`config.mk`:
```
export PLATFORM = sky130hd
export DESIGN_NAME = dmem_sb_flat
export DESIGN_NICKNAME = d
export VERILOG_FILES = /design/src/rtl/dmem_sb_if.sv /design/src/rtl/dmem_sb.sv /design/src/flat_wrapper.sv
export SDC_FILE = /design/constraint.sdc
export NUM_CORES = 1
export LEC_CHECK = 0
export CAP_MARGIN = 25
export CELL_PAD_IN_SITES_DETAIL_PLACEMENT = 0
export CELL_PAD_IN_SITES_GLOBAL_PLACEMENT = 1
export CORE_ASPECT_RATIO = 1.25
export CORE_MARGIN = 4
export CORE_UTILIZATION = 25
export CTS_CLUSTER_DIAMETER = 100
export DETAILED_ROUTE_END_ITERATION = 8
export PLACE_DENSITY_LB_ADDON = 0.1
export SYNTH_ARGS = -nofsm -noshare
export SYNTH_HDL_FRONTEND = slang
export SYNTH_SLANG_ARGS = --single-unit
```
`constraint.sdc`:
```
create_clock -name clk -period 8.3 [get_ports clk]
set_clock_uncertainty 0.15 [all_clocks]
set_input_delay 1.66 -clock clk [delete_from_list [all_inputs] [get_ports clk]]
set_output_delay 1.66 -clock clk [all_outputs]
set_load 0.05 [all_outputs]
```
`src/rtl/dmem_sb_if.sv`:
```
// Data-bus width encoding and the Wishbone data-bus interface used by dmem_sb.
// The master drives the request fields and the slave returns data_read/ack.
package dmem_sb_pkg;
    typedef enum logic [1:0] {
        eDW_B = 2'd0,
        eDW_H = 2'd1,
        eDW_W = 2'd2
    } dw_e;
endpackage

interface wishbone_if #(
    parameter int XLEN = 32
);
    import dmem_sb_pkg::*;

    logic [XLEN-1:0] addr;
    logic [XLEN-1:0] data_write;
    logic [XLEN-1:0] data_read;
    logic            we;
    logic            stb;
    logic            cyc;
    logic            ack;
    dw_e             width;

    modport master (
        output addr, data_write, we, stb, cyc, width,
        input  data_read, ack
    );

    modport slave (
        input  addr, data_write, we, stb, cyc, width,
        output data_read, ack
    );
endinterface

```
`src/rtl/dmem_sb.sv`:
```
// Data memory port with posted-store buffer; stores retire on enqueue, loads bypass unless same word.
// Load latency: issue the cycle after request, result in the ack cycle. Stalls on full buffer, load wait, fence.
// Optional DMEM_TIMEOUT_EN: abort a bus cycle after TIMEOUT unacked cycles and pulse oBusErr.
module dmem_sb
    import dmem_sb_pkg::*;
#(
    parameter int XLEN     = 32,
    parameter int SB_DEPTH = 4,
    parameter int TIMEOUT  = 255
) (
    input  logic            clk,
    input  logic            nRst,
    input  logic [2:0]      iFunc3,
    input  logic            iEn,
    input  logic            iWrite,
    input  logic            iFence,
    input  logic [XLEN-1:0] iAddr,
    input  logic [XLEN-1:0] iData,
    output logic [XLEN-1:0] oData,
    output logic            oStall,
    output logic            oSbEmpty,
    output logic            oBusErr,
    wishbone_if.master      mem_wb
);
    localparam int PTR_W = $clog2(SB_DEPTH);
    localparam int CNT_W = PTR_W + 1;

    typedef enum logic [1:0] {S_IDLE, S_LOAD, S_STORE} state_e;

    state_e            state_q, state_d;
    logic [PTR_W-1:0]  head_q, head_d, tail_q, tail_d;
    logic [CNT_W-1:0]  count_q, count_d;
    logic [XLEN-1:0]   sb_addr_q [SB_DEPTH];
    logic [XLEN-1:0]   sb_addr_d [SB_DEPTH];
    logic [XLEN-1:0]   sb_data_q [SB_DEPTH];
    logic [XLEN-1:0]   sb_data_d [SB_DEPTH];
    logic [1:0]        sb_f3_q   [SB_DEPTH];
    logic [1:0]        sb_f3_d   [SB_DEPTH];

    logic              cyc_q, cyc_d, stb_q, stb_d, we_q, we_d;
    logic [XLEN-1:0]   bus_addr_q, bus_addr_d, bus_wdata_q, bus_wdata_d;
    dw_e               bus_width_q, bus_width_d;
    logic [2:0]        ld_f3_q, ld_f3_d;
    logic [XLEN-1:0]   odata_q, odata_d;

    logic              load_req, store_req, hazard, full;
    logic              tmo_hit, done, ld_done, st_done, push;
    logic [XLEN-1:0]   ld_data;
    logic [PTR_W-1:0]  nxt_head;

    function automatic dw_e f3_to_dw(input logic [1:0] f);
        case (f)
            2'b00:   return eDW_B;
            2'b01:   return eDW_H;
            default: return eDW_W;
        endcase
    endfunction

    // The bus already returns the addressed lane in the low bits, zero-extended.
    function automatic logic [XLEN-1:0] extend(input logic [2:0] f3, input logic [XLEN-1:0] d);
        case (f3)
            3'b000:  return {{(XLEN-8){d[7]}}, d[7:0]};
            3'b001:  return {{(XLEN-16){d[15]}}, d[15:0]};
            default: return d;
        endcase
    endfunction

    assign load_req  = iEn & ~iWrite;
    assign store_req = iEn & iWrite;
    assign full      = (count_q == CNT_W'(SB_DEPTH));

`ifdef DMEM_TIMEOUT_EN
    localparam int TMO_W = $clog2(TIMEOUT + 1);
    logic [TMO_W-1:0] tmo_q, tmo_d;

    assign tmo_hit = cyc_q & ~mem_wb.ack & (tmo_q == TMO_W'(TIMEOUT - 1));

    always_comb begin
        tmo_d = '0;
        if (cyc_q && !mem_wb.ack && !tmo_hit) tmo_d = tmo_q + TMO_W'(1);
    end

    always_ff @(posedge clk or negedge nRst) begin
        if (!nRst) tmo_q <= '0;
        else       tmo_q <= tmo_d;
    end
`else
    assign tmo_hit = 1'b0;
`endif

    assign done     = cyc_q & (mem_wb.ack | tmo_hit);
    assign ld_done  = (state_q == S_LOAD) & done;
    assign st_done  = (state_q == S_STORE) & done;
    assign push     = store_req & (~full | st_done);
    assign ld_data  = tmo_hit ? '0 : extend(ld_f3_q, mem_wb.data_read);
    assign nxt_head = head_q + PTR_W'(1);

    // Word-granular match against every live entry, walking from head.
    always_comb begin
        logic [PTR_W-1:0] idx;
        hazard = 1'b0;
        for (int k = 0; k < SB_DEPTH; k++) begin
            idx = head_q + PTR_W'(k);
            if ((CNT_W'(k) < count_q) && (sb_addr_q[idx][XLEN-1:2] == iAddr[XLEN-1:2]))
                hazard = 1'b1;
        end
    end

    always_comb begin
        sb_addr_d = sb_addr_q;
        sb_data_d = sb_data_q;
        sb_f3_d   = sb_f3_q;
        if (push) begin
            sb_addr_d[tail_q] = iAddr;
            sb_data_d[tail_q] = iData;
            sb_f3_d[tail_q]   = iFunc3[1:0];
        end
        head_d  = head_q + PTR_W'(st_done);
        tail_d  = tail_q + PTR_W'(push);
        count_d = count_q + CNT_W'(push) - CNT_W'(st_done);
    end

    always_comb begin
        state_d     = state_q;
        cyc_d       = cyc_q;
        stb_d       = stb_q;
        we_d        = we_q;
        bus_addr_d  = bus_addr_q;
        bus_wdata_d = bus_wdata_q;
        bus_width_d = bus_width_q;
        ld_f3_d     = ld_f3_q;
        odata_d     = ld_done ? ld_data : odata_q;
        case (state_q)
            S_IDLE: begin
                if (load_req && !hazard) begin
                    state_d     = S_LOAD;
                    cyc_d       = 1'b1;
                    stb_d       = 1'b1;
                    we_d        = 1'b0;
                    bus_addr_d  = iAddr;
                    bus_width_d = f3_to_dw(iFunc3[1:0]);
                    ld_f3_d     = iFunc3;
                end else if (count_q != '0) begin
                    state_d     = S_STORE;
                    cyc_d       = 1'b1;
                    stb_d       = 1'b1;
                    we_d        = 1'b1;
                    bus_addr_d  = sb_addr_q[head_q];
                    bus_wdata_d = sb_data_q[head_q];
                    bus_width_d = f3_to_dw(sb_f3_q[head_q]);
                end
            end
            S_LOAD: begin
                if (done) begin
                    state_d = S_IDLE;
                    cyc_d   = 1'b0;
                    stb_d   = 1'b0;
                end
            end
            S_STORE: begin
                // Back-to-back drain only from entries already resident; a pending load breaks the burst.
                if (done) begin
                    if (count_q > CNT_W'(1) && !load_req) begin
                        bus_addr_d  = sb_addr_q[nxt_head];
                        bus_wdata_d = sb_data_q[nxt_head];
                        bus_width_d = f3_to_dw(sb_f3_q[nxt_head]);
                    end else begin
                        state_d = S_IDLE;
                        cyc_d   = 1'b0;
                        stb_d   = 1'b0;
                        we_d    = 1'b0;
                    end
                end
            end
            default: begin
                state_d = S_IDLE;
                cyc_d   = 1'b0;
                stb_d   = 1'b0;
                we_d    = 1'b0;
            end
        endcase
    end

    always_ff @(posedge clk or negedge nRst) begin
        if (!nRst) begin
            state_q     <= S_IDLE;
            head_q      <= '0;
            tail_q      <= '0;
            count_q     <= '0;
            cyc_q       <= 1'b0;
            stb_q       <= 1'b0;
            we_q        <= 1'b0;
            bus_addr_q  <= '0;
            bus_wdata_q <= '0;
            bus_width_q <= eDW_W;
            ld_f3_q     <= 3'b010;
            odata_q     <= '0;
            for (int i = 0; i < SB_DEPTH; i++) begin
                sb_addr_q[i] <= '0;
                sb_data_q[i] <= '0;
                sb_f3_q[i]   <= '0;
            end
        end else begin
            state_q     <= state_d;
            head_q      <= head_d;
            tail_q      <= tail_d;
            count_q     <= count_d;
            cyc_q       <= cyc_d;
            stb_q       <= stb_d;
            we_q        <= we_d;
            bus_addr_q  <= bus_addr_d;
            bus_wdata_q <= bus_wdata_d;
            bus_width_q <= bus_width_d;
            ld_f3_q     <= ld_f3_d;
            odata_q     <= odata_d;
            sb_addr_q   <= sb_addr_d;
            sb_data_q   <= sb_data_d;
            sb_f3_q     <= sb_f3_d;
        end
    end

    assign oStall   = (load_req & ~ld_done)
                    | (store_req & full & ~st_done)
                    | (iFence & ~((count_q == '0) & (state_q == S_IDLE)));
    assign oData    = odata_d;
    assign oSbEmpty = (count_q == '0) & (state_q != S_STORE);
    assign oBusErr  = tmo_hit;

    assign mem_wb.cyc        = cyc_q;
    assign mem_wb.stb        = stb_q;
    assign mem_wb.we         = we_q;
    assign mem_wb.addr       = bus_addr_q;
    assign mem_wb.data_write = bus_wdata_q;
    assign mem_wb.width      = bus_width_q;
endmodule

```
`src/flat_wrapper.sv`:
```
// flat-port wrapper written by rule: the top's interface ports become plain ports
module dmem_sb_flat import dmem_sb_pkg::*;
#(
    parameter int XLEN     = 32,
    parameter int SB_DEPTH = 4,
    parameter int TIMEOUT  = 255
)
  (clk, nRst, iFunc3, iEn, iWrite, iFence, iAddr, iData, oData, oStall, oSbEmpty, oBusErr, mem_wb_addr, mem_wb_data_write, mem_wb_we, mem_wb_stb, mem_wb_cyc, mem_wb_width, mem_wb_data_read, mem_wb_ack);
  wishbone_if #(.XLEN(XLEN)) mem_wb_i ();
  input  logic clk;
  input  logic nRst;
  input  logic [2:0] iFunc3;
  input  logic iEn;
  input  logic iWrite;
  input  logic iFence;
  input  logic [XLEN-1:0] iAddr;
  input  logic [XLEN-1:0] iData;
  output logic [XLEN-1:0] oData;
  output logic oStall;
  output logic oSbEmpty;
  output logic oBusErr;
  output wire logic [$bits(mem_wb_i.addr)-1:0] mem_wb_addr;
  output wire logic [$bits(mem_wb_i.data_write)-1:0] mem_wb_data_write;
  output wire logic [$bits(mem_wb_i.we)-1:0] mem_wb_we;
  output wire logic [$bits(mem_wb_i.stb)-1:0] mem_wb_stb;
  output wire logic [$bits(mem_wb_i.cyc)-1:0] mem_wb_cyc;
  output wire logic [$bits(mem_wb_i.width)-1:0] mem_wb_width;
  input wire logic [$bits(mem_wb_i.data_read)-1:0] mem_wb_data_read;
  input wire logic [$bits(mem_wb_i.ack)-1:0] mem_wb_ack;
  assign mem_wb_addr = mem_wb_i.addr;
  assign mem_wb_data_write = mem_wb_i.data_write;
  assign mem_wb_we = mem_wb_i.we;
  assign mem_wb_stb = mem_wb_i.stb;
  assign mem_wb_cyc = mem_wb_i.cyc;
  assign mem_wb_width = mem_wb_i.width;
  assign mem_wb_i.data_read = mem_wb_data_read;
  assign mem_wb_i.ack = mem_wb_ack;
  dmem_sb #(.XLEN(XLEN), .SB_DEPTH(SB_DEPTH), .TIMEOUT(TIMEOUT)) u_core (.clk(clk), .nRst(nRst), .iFunc3(iFunc3), .iEn(iEn), .iWrite(iWrite), .iFence(iFence), .iAddr(iAddr), .iData(iData), .oData(oData), .oStall(oStall), .oSbEmpty(oSbEmpty), .oBusErr(oBusErr), .mem_wb(mem_wb_i));
endmodule
```
=== Word-level counts from Yosys, hierarchy flattened ===
Index checks and enable logic that the tools add are counted.

* $lt $le $gt $ge: 11
* $add $sub $neg: 7
* Bitwise gates (word level): 26
* Eq/ne operators: 19
* Mux-type cells: 69
* Reduce and logical (&&, ||, !) cells: 22

{| class="wikitable"
|+ Operator list
! cell !! count
|-
| $mux W32 || 22
|-
| $bmux W32 S2 || 6
|-
| $bwmux W128 || 2
|-
| $pmux W32 S2 || 3
|-
| $eq A30 B30 Y1 || 4
|-
| $demux W32 S2 || 1
|-
| $mux W2 || 14
|-
| $pmux W2 S2 || 4
|-
| $ge A3 B3 Y1 const B || 5
|-
| $not A2 Y3 || 5
|-
| $and A1 B1 Y1 || 12
|-
| $reduce_and A4 Y1 || 3
|-
| $mux W1 || 10
|-
| $bmux W2 S2 || 2
|-
| $bwmux W8 || 1
|-
| $eq A2 B1 Y1 const B || 4
|-
| $logic_not A2 Y1 || 4
|-
| $ne A2 B2 Y1 const B || 4
|-
| $logic_and A1 B1 Y1 || 7
|-
| $logic_not A3 Y1 || 2
|-
| $lt A1 B3 Y1 const A || 2
|-
| $lt A2 B3 Y1 const A || 2
|-
| $ne A2 B1 Y1 const B || 3
|-
| $not A1 Y1 || 6
|-
| 20 further kinds || 26
|}

* Flip-flop bits (word level): 376
* Logic and storage cells: 177
* Output and inout port bits: 104

=== Depth between registers and ports, before layout ===
* Depth after elaboration: 14
* Mapped depth: 18
* Gate-level depth less buffers: 11

=== Worst setup path before layout ===
OpenSTA, ideal clock, no wires.

* Path kind: input port to output port
* From: input port mem_wb_ack
* To: output port oData[13]
* Stages on the path: 5
* Slack: 2885 ps
* Buffers on the path: 2
* Arrival time: 3605 ps
* Path through: nand2_1 -> or3_1 -> clkbuf_1 -> clkbuf_1 -> o21ai_0

* Word-level cells in the longest chain between the ends: 3

{| class="wikitable"
|+ RTL lines
! element !! RTL line !! RTL
|-
| start, declared || flat_wrapper.sv:29 || <nowiki>input wire logic [$bits(mem_wb_i.ack)-1:0] mem_wb_ack;</nowiki>
|-
| $and A1 B1 Y1 || dmem_sb.sv:91 || <nowiki>assign done = cyc_q & (mem_wb.ack | tmo_hit);</nowiki>
|-
| $and A1 B1 Y1 || dmem_sb.sv:92 || <nowiki>assign ld_done = (state_q == S_LOAD) & done;</nowiki>
|-
| $mux W32 || dmem_sb.sv:132 || <nowiki>odata_d = ld_done ? ld_data : odata_q;</nowiki>
|-
| end, declared || flat_wrapper.sv:18 || <nowiki>output logic [XLEN-1:0] oData;</nowiki>
|}

Every way passes these cells.

=== Final worst setup path ===
* From: input port mem_wb_ack
* To: output port oData[27]

The elaborated chain is that of the path after synthesis.

==> metrics.txt <==
largest net degree at the start of global routing=about 120; commonest cells after routing, fill and taps aside=372 x dfrtp_1, 317 x mux2_2, 206 x clkdlybuf4s50_1, 203 x nand2_1, 121 x mux4_2; Hold Vio Cnt, Final=0; initial antenna violation count=7; hold buffers post-CTS=0; CORE AREA=85,900 um^2; r2r setup slk=between 2 and 3 ns; H-tree Lvls=2; CTS Root Buffer Type=clkbuf_16; DIE AREA=~92,000 um^2; RSZ-0062 raised after global routing=false; routed wire length=about 78 mm; DR pass1 iterations=7; total power=around 13,000 uW; Die X=around 270 um; WL/cell=about 25 um; synthesized net count=1,847; register area share after synthesis=43.3%; vias=15,300; vias per cell=around 5; Crit-path slowest cell=clkdlybuf4s50_1; first-pass GRT wire length=114 mm; reg-to-reg endpoint=u_core.mem_wb.addr[8]; row cnt=120; fin crit share=just under 80%; commonest non-fill, non-tap cell in the layout=dfrtp_1; combinational family with the most area after synthesis=multiplexers; grt ovf=0; post-layout min period=6.40 ns; Initial DRC Count=between 900 and 1,000; EDFF count, synth=0; worst skew pair latency=0.61 ns; crit-path cells=clkdlybuf4s50_1, nand2_1, or3_1, nor2_1, buf_4, a21oi_1, clkdlybuf4s50_1; Clock power frac=between 10% and 20%; Crit path top cell by count=clkdlybuf4s50_1; Fin Setup TNS=0 ns; Chip Height=~340 um; post-synthesis cell type count=73; Worst Path Arrival=4.59 ns; syn avg cell area=12.5 um^2; Worst Hold Depth=2; IO Count=209; PD cells=slightly below 500 nW/um^2; CTS tree=done; maximum VDD drop=about 230 uV; vias in the first global route=about 16,000; hold path start=u_core.odata_q[1]; CP max stage delay=~0.87 ns; Final nets=between 1,500 and 2,000; Synth Register Bits=around 380; crit path max fanout=27; post-synth top area share=43.1%; Slew headroom=between 30% and 40%; Max Cap Viol=0; Slew @ Worst Pin=between 1 and 1.5 ns; r2r worst-path depth=12; DRC errors left=0; FMAX=between 150 and 200 MHz; Syn. warnings=0; Final setup viols=0; Primary FF master, synth=dfrtp_1; Final Max Tran Viols=0; worst path required time=roughly 6.5 ns; sequential power share=27.5%; asr flop ratio synth=100%; # Post-CTS Setup Buffers=0; worst hold path type=flop to flop; cts bufs inserted=48; internal power=roughly 7400 uW; gpl congestion=about 0.8; Worst Setup Path Type=primary input to output pin; Clk pin slew, worst setup/hold paths=0.06 ns; switching power share of the total=43.6%; # clock sinks=~380; Post-Place Cell Area=approximately 25,000 um^2; Post-Synth Adder-Cell Area=less than 1%; Syn Inst Count=about 1,700; DPL Wire Length=51.5 mm; post-synthesis mux area share=between 30% and 40%; Buffers on Ports=207; Critical path origin=mem_wb_ack; top post-synthesis cells by area=dfrtp_1 43%, mux2_2 16%, mux4_2 13%, mux2i_1 5.5%, nand2_1 3.5%; Sw Pwr=between 5000 and 6000 uW; Compound-Gate Fraction of Synth Area=~6%; gr usage total=between 10% and 20%; Cell Area, Synth=21,700 um^2; Setup crit end kind=output pin; Yosys top cell by area=dfrtp_1; Fill cells=~8,700; CTS max path bufs=3; layout cell share with drive strength beyond 1=30.4%; Gate power share=55.5%; design area=~27,000 um^2; Setup crit end=oData[27]; P_leak=between 0.01 and 0.015 uW; antenna viol nets, final=0; Post-Synth XOR/XNOR Area=between 4 and 5%; Initial Util=roughly a quarter; CP startpoint kind=primary input; status=complete, no violations; Worst R2R Start=u_core.head_q[0]; Synth Area in Simple Gates=6.92%; Area growth, synth to finish=22.3%; post-CTS sizing=0
critical path: cells and delay by family:
| family | cells | cell delay (ns) |
|---|---|---|
| AOI/OAI and AO/OA | 1 | 0.19 |
| buffers and inverters | 3 | 1.54 |
| and+or+nand+nor | 3 | 1.18 |
final cells by class:
type	count	area (um^2)	share of cell area, %
sequential	376	9420	35.5
multi-input combinational	1191	11500	43.2
clock buffer	70	1420	5.33
inverter	20	75.1	0.283
timing repair buffer	242	2450	9.22
clock inverter	20	263	0.989
tap	1159	1450	5.46
antenna	3	7.51	0.0283
cells in the mapped netlist (3+ instances only):
cell type	count
inv_1	17
buf_6	13
o221a_2	6
mux2_1	5
o2bb2ai_1	5
clkbuf_1	82
o221a_1	17
ha_1	7
a211oi_1	16
a221oi_1	4
mux2i_1	120
nor3_1	6
dfrtp_1	374
o211ai_1	6
o2111ai_1	3
o21ai_0	37
a22oi_1	4
buf_4	11
a21oi_1	38
buf_1	20
nor4_1	13
xor2_1	31
mux2_2	317
xnor2_1	77
and2_1	3
buf_2	15
nand4_1	32
mux4_2	121
nand3_1	5
a2bb2oi_1	4
a221oi_2	4
or4_1	10
buf_12	4
and3_1	4
and4_1	3
nand2_1	203
o22ai_1	3
nor2_1	42
kinds of logic (layout without fill, tap and decap cells):
kind of cell,count (synthesis),in the layout
buffers and inverters,167,352
AO/OA/AOI/OAI,176,176
flip-flops,376,376
AND/OR/NAND/NOR,334,334
adder cells (fa/ha/maj),8,8
XOR/XNOR,108,108
multiplexers,564,564
other,1,4
metrics by stage:
stage	worst slack (ns)	utilization (%)	cells	hold WS [ns]
4_1_cts	1.34	30.8	3074	0.329
6_report	1.90	30.9	3081	0.328
2_1_floorplan	2.89	-	1734	0.320
3_3_place_gp	1.44	28.9	2984	0.309
3_5_place_dp	1.33	28.9	2984	0.314
5_1_grt	1.68	30.9	3078	0.361
how the worst min path moves through the flow:
stage	end	slack (ns)
after global routing	u_core.odata_q[5]	0.36
after global placement	u_core.odata_q[1]	0.31
after detailed placement	u_core.odata_q[5]	0.31
after floorplan	u_core.sb_addr_q[12]	0.32
final	u_core.odata_q[1]	0.33
after CTS	u_core.odata_q[5]	0.33
state kept, by name, summed over array words and instances (netlist names):
name,count
u_core.mem_wb.addr,32
u_core.sb_addr_q,128
u_core.mem_wb.width,2
u_core.sb_data_q,128
u_core.tail_q,2
u_core.mem_wb.cyc,1
u_core.ld_f3_q,3
u_core.head_q,2
u_core.count_q,3
u_core.mem_wb.we,1
u_core.state_q,2
u_core.odata_q,32
u_core.sb_f3_q,8
u_core.mem_wb.data_write,32
power groups by stage:
stage	combinational (uW)	clock, uW	sequential [uW]
finish	7260	2220	3600
global route	7780	2380	3730
CTS	7370	2320	3600
detailed placement	7350	0	3620
global placement	7320	0	3580
floorplan	4790	0	3830
layer usage:
metal	GRT usage (%)	routed length, um	vias up
met5	0	40	-
met4	5.33	2530	6
met3	3.56	3860	114
met2	28.5	38400	353
met1	20.8	32600	8055
li1	-	-	6740
Power figures use the tool's default switching activity.
